`src/rtl/uart_tx_arbiter.sv`:
```
// uart_tx_arbiter: round-robin arbiter that shares one UART byte transmitter
// between N_REQ valid/ready requesters, launches frames with a one-cycle send
// strobe, follows the transmitter busy flag and flags launches that are never
// acknowledged.
module uart_tx_arbiter #(
    parameter int N_REQ        = 4,
    parameter int BUSY_TIMEOUT = 4
) (
    input  logic                 clk,
    input  logic                 rst,
    input  logic [N_REQ-1:0]     req_valid,
    input  logic [8*N_REQ-1:0]   req_data,
    output logic [N_REQ-1:0]     req_ready,
    output logic                 tx_send,
    output logic [7:0]           tx_data,
    input  logic                 tx_busy,
    output logic [2:0]           grant_id,
    output logic                 active,
    output logic                 done,
    output logic                 err_timeout
);

    localparam int CW = $clog2(BUSY_TIMEOUT);

    typedef enum logic [1:0] {
        IDLE,
        LAUNCH,
        WAIT_BUSY,
        WAIT_DONE
    } state_t;

    state_t        state;
    state_t        state_next;
    logic [CW-1:0] wait_cnt;
    logic [7:0]    valid_ext;
    logic [2:0]    win;
    logic          found;
    logic [7:0]    win_data;
    logic          accept;
    logic          timeout_hit;

    // Widen the request vector to 8 bits so it can be indexed by a 3-bit id.
    assign valid_ext   = 8'(req_valid);
    assign accept      = (state == IDLE) && found && !tx_busy;
    assign timeout_hit = (wait_cnt == CW'(BUSY_TIMEOUT - 1));

    // Round-robin search starting one past the last grant, wrapping at N_REQ.
    always_comb begin
        win   = grant_id;
        found = 1'b0;
        for (int off = 1; off <= N_REQ; off++) begin
            if (!found && valid_ext[3'((int'(grant_id) + off) % N_REQ)]) begin
                found = 1'b1;
                win   = 3'((int'(grant_id) + off) % N_REQ);
            end
        end
    end

    // Select the winning requester's byte.
    always_comb begin
        win_data = 8'h00;
        for (int i = 0; i < N_REQ; i++) begin
            if (win == 3'(i)) begin
                win_data = req_data[8*i +: 8];
            end
        end
    end

    // Next-state and strobe outputs; req_ready is held low while reset is asserted.
    always_comb begin
        state_next = state;
        tx_send    = 1'b0;
        done       = 1'b0;
        req_ready  = '0;
        case (state)
            IDLE: begin
                if (accept) begin
                    state_next = LAUNCH;
                    for (int i = 0; i < N_REQ; i++) begin
                        req_ready[i] = (win == 3'(i)) && !rst;
                    end
                end
            end
            LAUNCH: begin
                tx_send    = 1'b1;
                state_next = WAIT_BUSY;
            end
            WAIT_BUSY: begin
                if (tx_busy) begin
                    state_next = WAIT_DONE;
                end else if (timeout_hit) begin
                    state_next = IDLE;
                end
            end
            WAIT_DONE: begin
                if (!tx_busy) begin
                    done       = 1'b1;
                    state_next = IDLE;
                end
            end
            default: state_next = IDLE;
        endcase
    end

    // State register.
    always_ff @(posedge clk or posedge rst) begin
        if (rst) begin
            state <= IDLE;
        end else begin
            state <= state_next;
        end
    end

    // Datapath registers: latched byte, grant index, activity, watchdog and sticky error.
    always_ff @(posedge clk or posedge rst) begin
        if (rst) begin
            tx_data     <= 8'h00;
            grant_id    <= 3'(N_REQ - 1);
            active      <= 1'b0;
            err_timeout <= 1'b0;
            wait_cnt    <= '0;
        end else begin
            case (state)
                IDLE: begin
                    if (accept) begin
                        tx_data  <= win_data;
                        grant_id <= win;
                        active   <= 1'b1;
                    end
                end
                LAUNCH: begin
                    wait_cnt <= '0;
                end
                WAIT_BUSY: begin
                    if (!tx_busy) begin
                        if (timeout_hit) begin
                            err_timeout <= 1'b1;
                            active      <= 1'b0;
                        end else begin
                            wait_cnt <= wait_cnt + CW'(1);
                        end
                    end
                end
                WAIT_DONE: begin
                    if (!tx_busy) begin
                        active <= 1'b0;
                    end
                end
                default: ;
            endcase
        end
    end

endmodule

```
`config.mk`:
```
export PLATFORM = sky130hd
export DESIGN_NAME = uart_tx_arbiter
export DESIGN_NICKNAME = d
export VERILOG_FILES = /design/src/rtl/uart_tx_arbiter.sv
export SDC_FILE = /design/constraint.sdc
export NUM_CORES = 1
export LEC_CHECK = 0
export CORE_UTILIZATION = 45
export CTS_CLUSTER_SIZE = 16
export DETAILED_ROUTE_END_ITERATION = 10
export PLACE_DENSITY = 0.95
export RECOVER_POWER = 100
export SKIP_CTS_REPAIR_TIMING = 1
export SYNTH_ARGS = -nofsm -noshare
export SYNTH_HDL_FRONTEND = slang
export SYNTH_SLANG_ARGS = --single-unit
```
`constraint.sdc`:
```
create_clock -name clk -period 4 [get_ports clk]
set_clock_uncertainty 0.2 [all_clocks]
set_input_delay 0.8 -clock clk [delete_from_list [all_inputs] [get_ports clk]]
set_output_delay 0.8 -clock clk [all_outputs]
set_load 0.02 [all_outputs]
```
==> results of run 1 <==
-- worst max-delay path, stage by stage --
cell and delay [ns]:
clkdlybuf4s50_1 0.59, nor2b_1 0.23, o22ai_1 0.13, or2_0 0.28, nor4_1 0.28, clkdlybuf4s50_1 0.65
-- per-layer routing --
layer,vias up,track usage,share of wire
met2,70,0.459,0.50
li1,708,-,-
met4,0,0.0662,0.012
met3,8,0.0395,0.069
met1,702,0.331,0.42
met5,-,0,0
-- stage by stage --
stage                     cells  utilization  total power [mW]  hold WS (ns)
final                       245        0.697              1.27         0.282
after CTS                   245        0.714              1.32         0.290
after floorplan             153            -             0.914         0.263
after global routing        245        0.697              1.37         0.320
after detailed placement    241        0.704              1.22         0.259
after global placement      241        0.704              1.17         0.252
-- final timing paths --
check                           cells after the start                 endpoint
min in group asynchronous                           3   tx_data[6]$_DFFE_PP0P_
max in group asynchronous                           3   tx_data[7]$_DFFE_PP0P_
worst max register to register                      7   tx_data[5]$_DFFE_PP0P_
worst min register to register                      1  err_timeout$_DFFE_PP0P_
worst max-delay path                                6             req_ready[1]
worst min-delay path                                1  err_timeout$_DFFE_PP0P_
-- sequential cells by signal, indices dropped and copies added, names as in the netlist --
| register | count |
|---|---|
| active | 1 |
| grant_id | 3 |
| tx_data | 8 |
| state | 2 |
| wait_cnt | 2 |
| err_timeout | 1 |
-- kinds of logic (layout without fill, tap and decap cells) --
| logic type | Yosys count | after routing |
|---|---|---|
| buf+inv | 14 | 75 |
| fa+ha+maj | 5 | 5 |
| flops | 17 | 17 |
| compound gates | 52 | 52 |
| simple gates | 65 | 65 |
-- cell usage in the layout, fill, tap and decap left out, types with 3 or more instances in the layout --
cell type / netlist / final
clkdlybuf4s50_1: 0 / 38
nor2_1: 19 / 19
dlygate4sd3_1: 0 / 18
dfrtp_1: 15 / 15
nor3_1: 10 / 10
o22ai_1: 9 / 9
nand4_1: 9 / 9
o31ai_1: 8 / 8
a211o_1: 8 / 8
nand2b_1: 6 / 6
nand2_1: 6 / 6
a21oi_1: 6 / 6
buf_4: 1 / 6
a211oi_1: 1 / 5
ha_1: 5 / 5
clkbuf_1: 4 / 5
nor2b_1: 4 / 4
a211oi_2: 8 / 4
inv_1: 4 / 4
clkbuf_4: 0 / 3
-- report_power, final --
group / switching [mW] / internal (mW) / total, mW
Sequential: 0.0698 / 0.265 / 0.334
Combinational: 0.470 / 0.371 / 0.841
Clock: 0.0574 / 0.0373 / 0.0947
Total: 0.597 / 0.673 / 1.27
-- layout make-up --
type,instances,area [um2]
clock inverter,1,5.00
multi-input combinational,122,790
sequential,17,428
clock buffer,3,22.5
tap,31,38.8
timing repair buffer,67,624
fill,235,835
inverter,4,15.0
==> results.tsv, run 1 <==
stage	metric	value	unit
cts	cts_tree	built	
floorplanning	die_area	0.00315	mm2
synthesis	yosys_warnings	0	
sta	setup-tns-final	0	ns
synthesis	synthTopCellsByArea	dfrtp_1 (29%), a211oi_2 (7.6%), nor2_1 (5.4%), a211o_1 (5.3%), ha_1 (4.8%)	
detailed_routing	vias	1488	
cts	h-tree-depth	1	
detailed_routing	vias_per_cell	6.07	
sta	rsz0062_at_grt	no	
synthesis	synth_seq_area_share	0.325	
synthesis	synth-simple-area-share	0.256	
final_layout	layout-drive-gt1-share	0.0888	
job	drv_cap	0	
cts	clock_sinks	17	
synthesis	synth_mux_area_frac	0	
pwr	leakage	0.773	nW
place	port_buffers	57	
sta	setup_slack	0.0360	ns
final_layout	final_area	0.00192	mm2
synthesis	synth_edf_count	0	
critical_path	endpoint_kind	output port	
final_layout	diodes	0	
sta	slew_headroom	0.366	
synthesis	synthAdderAreaFrac	0.0475	
synthesis	syn_area	0.00132	mm2
critical_path	cp-start-kind	input port	
synthesis	synth_xor_area_frac	0	
global_routing	grt_max_degree	18	
cts	cts.path.max_buffers	2	
synthesis	synth_seq_cells	17	
detailed_routing	routed_wl	4.12	mm
detailed_routing	route.detailed.drc	0	
synthesis	synth_top_family_by_area	compound AO/OA/AOI/OAI gates	
synthesis	synth.most_common_cell	nor2_1	
synthesis	synthTopCellsByCount	nor2_1 (19), dfrtp_1 (15), nor3_1 (10)	
critical_path	r2r_start	state[0]$_DFFE_PP0P_	
detailed_routing	wl_per_cell	16.8	um
global_routing	antenna_found_initial	0	
global_routing	grtUsageTotal	0.260	
synthesis	synthCells	153	
status	status	completed	
floorplanning	die_x	56.1	um
synthesis	synth.avg_cell_area	8.60	um2
floorplanning	ioPinCount	58	
synthesis	synth_top_area_cell	dfrtp_1	
critical_path	reg2reg_slack	1.25	ns
global_routing	grt_remaining_overflow	0	
cts	root_buffer	clkbuf_4	
sta	fin_crit_sh	0.991	
detailed_routing	first_iter_violations	71	
cts	numCtsBuffers	3	
synthesis	synth-async-reset-ratio	1.00	
cts	clock_latency	0.30	ns
detailed_routing	final_antenna_net_count	0	
pwr	powerDensity	660	mW/mm2
hold_path	hp-class	reg2reg	
critical_path	required	3.00	ns
sta	min_period	3.96	ns
critical_path	critPathLaunch	req_valid[1]	
sta	worst_pin_slew	0.952	ns
sta	setup_viol	0	
final_layout	fin_nets	259	
place	post_dp_cell_area	0.00194	mm2
cts	cts.clk_slew.worst_paths	0.09	ns
sta	fmax	252	MHz
critical_path	crit_fanout	6	
floorplanning	std_cell_rows	19	
sta	finalMaxSlewViolations	0	
critical_path	critical_path_class	in2out	
place	dp_hpwl	3.09	mm
synthesis	synth_nets	197	
synthesis	ys_types	38	
global_routing	grt_pass1_wl	6.56	mm
floorplanning	start_util	0.477	
global_routing	grt_pass1_vias	1430	
floorplanning	core	0.00276	mm2
pwr	vdd_drop_max	0.497	mV
sta	final_hold_viol_count	0	
place	place_worst_setup_slack	0.116	ns
floorplanning	die_y	56.1	um
critical_path	crit_arrival	2.96	ns
place	place.gp.congestion	0.906	
final_layout	area_delta_synth_final	46.1	%
hold_path	min-delay-start	err_timeout$_DFFE_PP0P_	
synthesis	synth_compound_area_frac	0.316	
detailed_routing	first_pass_iters	4	
synthesis	synth_ff_type	dfrtp_1	
synthesis	netlist.area_leader.share	0.285	
Note: power is estimated with default switching activity, not from simulation.
==> inputs of run 2 (changes only) <==
--- a/config.mk
+++ b/config.mk
@@ -5,6 +5,7 @@
 export SDC_FILE = /design/constraint.sdc
 export NUM_CORES = 1
 export LEC_CHECK = 0
+export CORE_MARGIN = 2
 export CORE_UTILIZATION = 45
 export CTS_CLUSTER_SIZE = 16
 export DETAILED_ROUTE_END_ITERATION = 10
==> run 2 against run 1 <==
Effect of this change: design area is essentially flat; worst setup slack better by 0.080 ns; sequential power is essentially flat; non-clock buffer count unchanged; first-iteration DRC count up 4.2%; via count shrank 0.60%.
==> results.tsv, run 2 (synthesized netlist as in run 1, its figures left out) <==
stage	metric	value	unit	change
hold_path	hp-class	reg2reg		unchanged
place	port_buffers	57		unchanged
sta	rsz0062_at_grt	no		unchanged
detailed_routing	met3_length	261	um	was 283 um
pwr	leakage	0.770	nW	was 0.773 nW
detailed_routing	vias	1479		was 1488
global_routing	grt_max_degree	18		unchanged
cts	h-tree-depth	1		unchanged
detailed_routing	first_pass_iters	4		unchanged
cts	clock_sinks	17		unchanged
global_routing	grt_remaining_overflow	0		unchanged
detailed_routing	highest_layer	met4		unchanged
final_layout	final_area	0.00192	mm2	about the same
final_layout	layout-drive-gt1-share	0.0935		was 0.0888
sta	setup_viol	0		unchanged
sta	hold-worst-slack	0.301	ns	was 0.282 ns
sta	worst_pin_slew	0.922	ns	was 0.952 ns
detailed_routing	final_antenna_net_count	0		unchanged
pwr	finalPower	1.26	mW	was 1.27 mW
final_layout	diodes	0		unchanged
cts	numCtsBuffers	3		unchanged
final_layout	fin_nets	259		unchanged
final_layout	largest_register_ff_count	8		unchanged
global_routing	grt_pass1_wl	6.46	mm	was 6.56 mm
floorplanning	std_cell_rows	19		unchanged
place	placed_cells	241		unchanged
sta	setup_slack	0.116	ns	was 0.0360 ns
cts	clock_latency	0.29	ns	was 0.30 ns
detailed_routing	wl_met1	1.71	mm	was 1.72 mm
critical_path	cp-start-kind	input port		unchanged
critical_path	endpoint_kind	output port		unchanged
global_routing	grtUsageTotal	0.243		was 0.260
cts	cts.path.max_buffers	2		unchanged
floorplanning	die_area	0.00337	mm2	was 0.00315 mm2
critical_path	critical_path_class	in2out		unchanged
sta	slew_headroom	0.385		was 0.366
detailed_routing	wl_met2	2.00	mm	was 2.06 mm
final_layout	instances_no_fill	245		unchanged
floorplanning	die_y	58.1	um	was 56.1 um
final_layout	reg.largest.list	tx_data x8, grant_id x3		unchanged
detailed_routing	route.detailed.drc	0		unchanged
place	post_dp_cell_area	0.00194	mm2	unchanged
detailed_routing	vias_per_cell	6.04		was 6.07
final_layout	mostFrequentLayoutCells	clkdlybuf4s50_1 (38), nor2_1 (19), dlygate4sd3_1 (17)		was clkdlybuf4s50_1 (38), nor2_1 (19), dlygate4sd3_1 (18)
job	drv_cap	0		unchanged
detailed_routing	first_iter_violations	74		was 71
global_routing	antenna_found_initial	0		unchanged
sta	setup-tns-final	0	ns	unchanged
cts	root_buffer	clkbuf_4		unchanged
place	dp_hpwl	3.14	mm	was 3.09 mm
floorplanning	start_util	0.477		unchanged
final_layout	area_delta_synth_final	46.0	%	was 46.1%
critical_path	crit_fanout	17		was 6
place	place_worst_setup_slack	0.135	ns	was 0.116 ns
sta	fmax	257	MHz	was 252 MHz
sta	min_period	3.88	ns	was 3.96 ns
cts	cts.clk_slew.worst_paths	0.10	ns	was 0.09 ns
critical_path	required	3.00	ns	about the same
cts	cts_tree	built		unchanged
global_routing	grt_pass1_vias	1485		was 1430
sta	fin_crit_sh	0.971		was 0.991
final_layout	final_util	0.697		about the same
status	status	completed		unchanged
pwr	powerDensity	657	mW/mm2	was 660 mW/mm2
final_layout	mostFrequentLayoutCell	clkdlybuf4s50_1		unchanged
detailed_routing	routed_wl	4.02	mm	was 4.12 mm
final_layout	top_register	tx_data		unchanged
sta	finalMaxSlewViolations	0		unchanged
critical_path	crit_arrival	2.88	ns	was 2.96 ns
pwr	vdd_drop_max	0.452	mV	was 0.497 mV
floorplanning	die_x	58.1	um	was 56.1 um
floorplanning	core	0.00276	mm2	unchanged
detailed_routing	wl_per_cell	16.4	um	was 16.8 um
floorplanning	ioPinCount	58		unchanged
final_layout	num-fill-cells	223		was 235
sta	final_hold_viol_count	0		unchanged
place	place.gp.congestion	0.872		was 0.906
run 2: changes by cell type in the layout (fill, tap and decap cells not counted), sizes merged:
cell,delta
clkbuf,+1
dlygate4sd3,-1
run 2: path summary, 6_finish.rpt:
path	start	to	slack [ns]	depth (start not counted)
worst max-delay path	req_valid[1]	req_ready[0]	0.12	7
worst min-delay path	err_timeout$_DFFE_PP0P_	err_timeout$_DFFE_PP0P_	0.30	1
worst max register to register	state[0]$_DFFE_PP0P_	tx_data[2]$_DFFE_PP0P_	1.27	7
worst min register to register	err_timeout$_DFFE_PP0P_	err_timeout$_DFFE_PP0P_	0.30	1
max in group asynchronous	rst	tx_data[3]$_DFFE_PP0P_	1.95	3
min in group asynchronous	rst	tx_data[0]$_DFFE_PP0P_	1.09	3
run 2: layout make-up:
type                            instances  area, um2  share of cell area
Timing Repair Buffer                   67        618               0.322
Sequential cell                        17        428               0.223
Clock inverter                          1       5.00             0.00260
Clock buffer                            3       22.5              0.0117
Tap cell                               31       38.8              0.0202
Multi-Input combinational cell        122        795               0.413
Inverter                                4       15.0             0.00781
run 2: critical path: stages:
cell	delay (ns)
clkdlybuf4s50_1	0.57
nor2b_1	0.22
o22ai_1	0.12
or2_1	0.24
buf_4	0.20
nor2_1	0.13
clkdlybuf4s50_1	0.61
run 2: routing by layer:
| layer | global-route usage | vias to the layer above |
|---|---|---|
| met1 | 0.299 | 700 |
| met5 | 0 | - |
| met3 | 0.0424 | 6 |
| met4 | 0.0764 | 0 |
| met2 | 0.429 | 67 |
| li1 | - | 706 |
run 2: report_power, final:
part	switching (mW)	total, mW	leakage, nW	internal, mW
combinational	0.462	0.836	0.553	0.374
sequential	0.0701	0.335	0.199	0.265
clock	0.0547	0.0918	0.0177	0.0372
total	0.587	1.26	0.770	0.676
==> inputs of run 3 (changes only) <==
--- a/config.mk
+++ b/config.mk
@@ -5,11 +5,10 @@
 export SDC_FILE = /design/constraint.sdc
 export NUM_CORES = 1
 export LEC_CHECK = 0
-export CORE_MARGIN = 2
 export CORE_UTILIZATION = 45
 export CTS_CLUSTER_SIZE = 16
 export DETAILED_ROUTE_END_ITERATION = 10
-export PLACE_DENSITY = 0.95
+export PLACE_DENSITY = 0.84
 export RECOVER_POWER = 100
 export SKIP_CTS_REPAIR_TIMING = 1
 export SYNTH_ARGS = -nofsm -noshare
==> constraint.sdc (replaced) <==
create_clock -name clk -period 4 [get_ports clk]
set_clock_uncertainty 0.2 [all_clocks]
set_input_delay 0.8 -clock clk [delete_from_list [all_inputs] [get_ports clk]]
set_output_delay 0.8 -clock clk [all_outputs]
set_load 0.05 [all_outputs]
==> run 3 against run 2 <==
Effect of this change: register-to-register slack worse by 0.06 ns; sequential share of layout area up 0.18 points; first-iteration DRC count up 72%; non-clock buffer count down 4; cell count down 1.6%; sequential power down 1%; count of clock-buffer cells in the layout unchanged; clock power down 2%; critical path type unchanged; critical endpoint unchanged; largest cell class unchanged.
==> results.tsv, run 3 (synthesized netlist as in run 1, its figures left out) <==
stage	metric	value	unit	change
status	status	completed		unchanged
global_routing	grt_pass1_wl	6.71	mm	was 6.46 mm
detailed_routing	final_antenna_net_count	0		unchanged
detailed_routing	vias	1469		was 1479
floorplanning	die_area	0.00315	mm2	was 0.00337 mm2
cts	cts.path.max_buffers	2		unchanged
final_layout	instances_no_fill	241		was 245
detailed_routing	routed_wl	4.03	mm	was 4.02 mm
global_routing	grt_max_degree	18		unchanged
detailed_routing	wl_per_cell	16.7	um	was 16.4 um
hold_path	hp-class	reg2reg		unchanged
floorplanning	die_y	56.1	um	was 58.1 um
final_layout	largest_register_ff_count	8		unchanged
final_layout	num-fill-cells	233		was 223
final_layout	layout-drive-gt1-share	0.105		was 0.0935
critical_path	crit_arrival	2.89	ns	was 2.88 ns
pwr	power.share.clock	0.063		was 0.073
pwr	vdd_drop_max	0.526	mV	was 0.452 mV
global_routing	antenna_found_initial	0		unchanged
sta	fmax	257	MHz	about the same
floorplanning	std_cell_rows	19		unchanged
sta	final_hold_viol_count	0		unchanged
floorplanning	ioPinCount	58		unchanged
final_layout	final_util	0.691		was 0.697
job	drv_cap	0		unchanged
pwr	leakage	0.771	nW	was 0.770 nW
final_layout	diodes	0		unchanged
final_layout	top_register	tx_data		unchanged
global_routing	grtUsageTotal	0.268		was 0.243
pwr	p_sw	0.751	mW	was 0.587 mW
sta	setup_viol	0		unchanged
cts	cts_tree	built		unchanged
global_routing	met2_usage	0.452		was 0.429
detailed_routing	first_iter_violations	127		was 74
sta	setup-tns-final	0	ns	unchanged
final_layout	reg.largest.list	tx_data x8, grant_id x3		unchanged
global_routing	grt_pass1_vias	1402		was 1485
cts	h-tree-depth	1		unchanged
final_layout	area_delta_synth_final	44.9	%	was 46.0%
floorplanning	die_x	56.1	um	was 58.1 um
cts	root_buffer	clkbuf_4		unchanged
pwr	sw_frac_of_total	0.530		was 0.465
final_layout	mostFrequentLayoutCell	clkdlybuf4s50_1		unchanged
place	dp_hpwl	3.06	mm	was 3.14 mm
critical_path	endpoint_kind	output port		unchanged
critical_path	required	3.00	ns	about the same
critical_path	cp-start-kind	input port		unchanged
place	port_buffers	57		unchanged
pwr	powerDensity	743	mW/mm2	was 657 mW/mm2
place	place.gp.congestion	0.935		was 0.872
sta	slew_headroom	0.386		was 0.385
final_layout	fin_nets	255		was 259
place	placed_cells	237		was 241
final_layout	final_area	0.00191	mm2	was 0.00192 mm2
pwr	finalPower	1.42	mW	was 1.26 mW
cts	clock_sinks	17		unchanged
floorplanning	start_util	0.477		unchanged
place	post_dp_cell_area	0.00195	mm2	was 0.00194 mm2
final_layout	mostFrequentLayoutCells	clkdlybuf4s50_1 (36), nor2_1 (19), dlygate4sd3_1 (17)		was clkdlybuf4s50_1 (38), nor2_1 (19), dlygate4sd3_1 (17)
global_routing	grt_remaining_overflow	0		unchanged
pwr	p_int	0.666	mW	was 0.676 mW
pwr	p_comb_frac	0.704		was 0.662
global_routing	met3_usage	0.0465		was 0.0424
cts	cts.clk_slew.worst_paths	0.10	ns	about the same
critical_path	crit_fanout	14		was 17
cts	numCtsBuffers	3		unchanged
critical_path	critical_path_class	in2out		unchanged
floorplanning	core	0.00276	mm2	unchanged
sta	min_period	3.89	ns	was 3.88 ns
sta	rsz0062_at_grt	no		unchanged
global_routing	grt_use_met1	0.358		was 0.299
pwr	seq_power_share	0.233		was 0.265
detailed_routing	vias_per_cell	6.10		was 6.04
sta	finalMaxSlewViolations	0		unchanged
detailed_routing	route.detailed.drc	0		unchanged
detailed_routing	first_pass_iters	4		unchanged
sta	fin_crit_sh	0.973		was 0.971
critical_path	reg2reg_slack	1.21	ns	was 1.27 ns
global_routing	grt_busiest_layer	met2		unchanged
cts	clock_latency	0.29	ns	about the same
sta	worst_pin_slew	0.921	ns	was 0.922 ns
==> run 3: final timing paths <==
| kind | startpoint | depth (start not counted) | endpoint |
|---|---|---|---|
| setup / recovery | req_valid[3] | 6 | req_ready[0] |
| hold reg to reg | err_timeout$_DFFE_PP0P_ | 1 | err_timeout$_DFFE_PP0P_ |
| setup reg to reg | state[0]$_DFFE_PP0P_ | 6 | tx_data[5]$_DFFE_PP0P_ |
| max in group asynchronous | rst | 3 | state[0]$_DFFE_PP0P_ |
| hold / removal | err_timeout$_DFFE_PP0P_ | 1 | err_timeout$_DFFE_PP0P_ |
| min in group asynchronous | rst | 3 | tx_data[1]$_DFFE_PP0P_ |
==> run 3: metrics by stage <==
step                      hold slack [ns]  worst slack (ns)
after floorplan                     0.263             0.398
after global placement              0.258             0.269
after detailed placement            0.258             0.151
after CTS                           0.285             0.186
after global routing                0.289            0.0357
final                               0.274             0.108
==> run 3: cell type report <==
type / count / area [um2] / area share
repair buffers: 63 / 603 / 0.316
well taps: 31 / 38.8 / 0.0203
clock inverters: 1 / 5.00 / 0.00262
inverters: 4 / 15.0 / 0.00787
clock buffers: 3 / 22.5 / 0.0118
multi-input cells: 122 / 795 / 0.417
flip-flops and latches: 17 / 428 / 0.224
==> run 3: power by group through the flow <==
stage	sequential [mW]	clock, mW	combinational (mW)
floorplan	0.535	0	0.548
global placement	0.332	0	1.02
detailed placement	0.334	0	1.04
CTS	0.332	0.0932	1.05
global route	0.343	0.105	1.07
finish	0.330	0.0898	0.997
==> run 3: worst max-delay path, cell delays in order <==
cell and delay [ns]:
clkdlybuf4s50_1 0.57, nor4_1 0.14, nor3b_2 0.71, nand3_1 0.20
nor2_1 0.16, clkbuf_2 0.30
==> run 3: layer usage <==
metal	vias to the layer above	part of all wire
met1	683	0.44
met4	0	0.0089
met5	-	0
met2	80	0.47
li1	700	-
met3	6	0.071
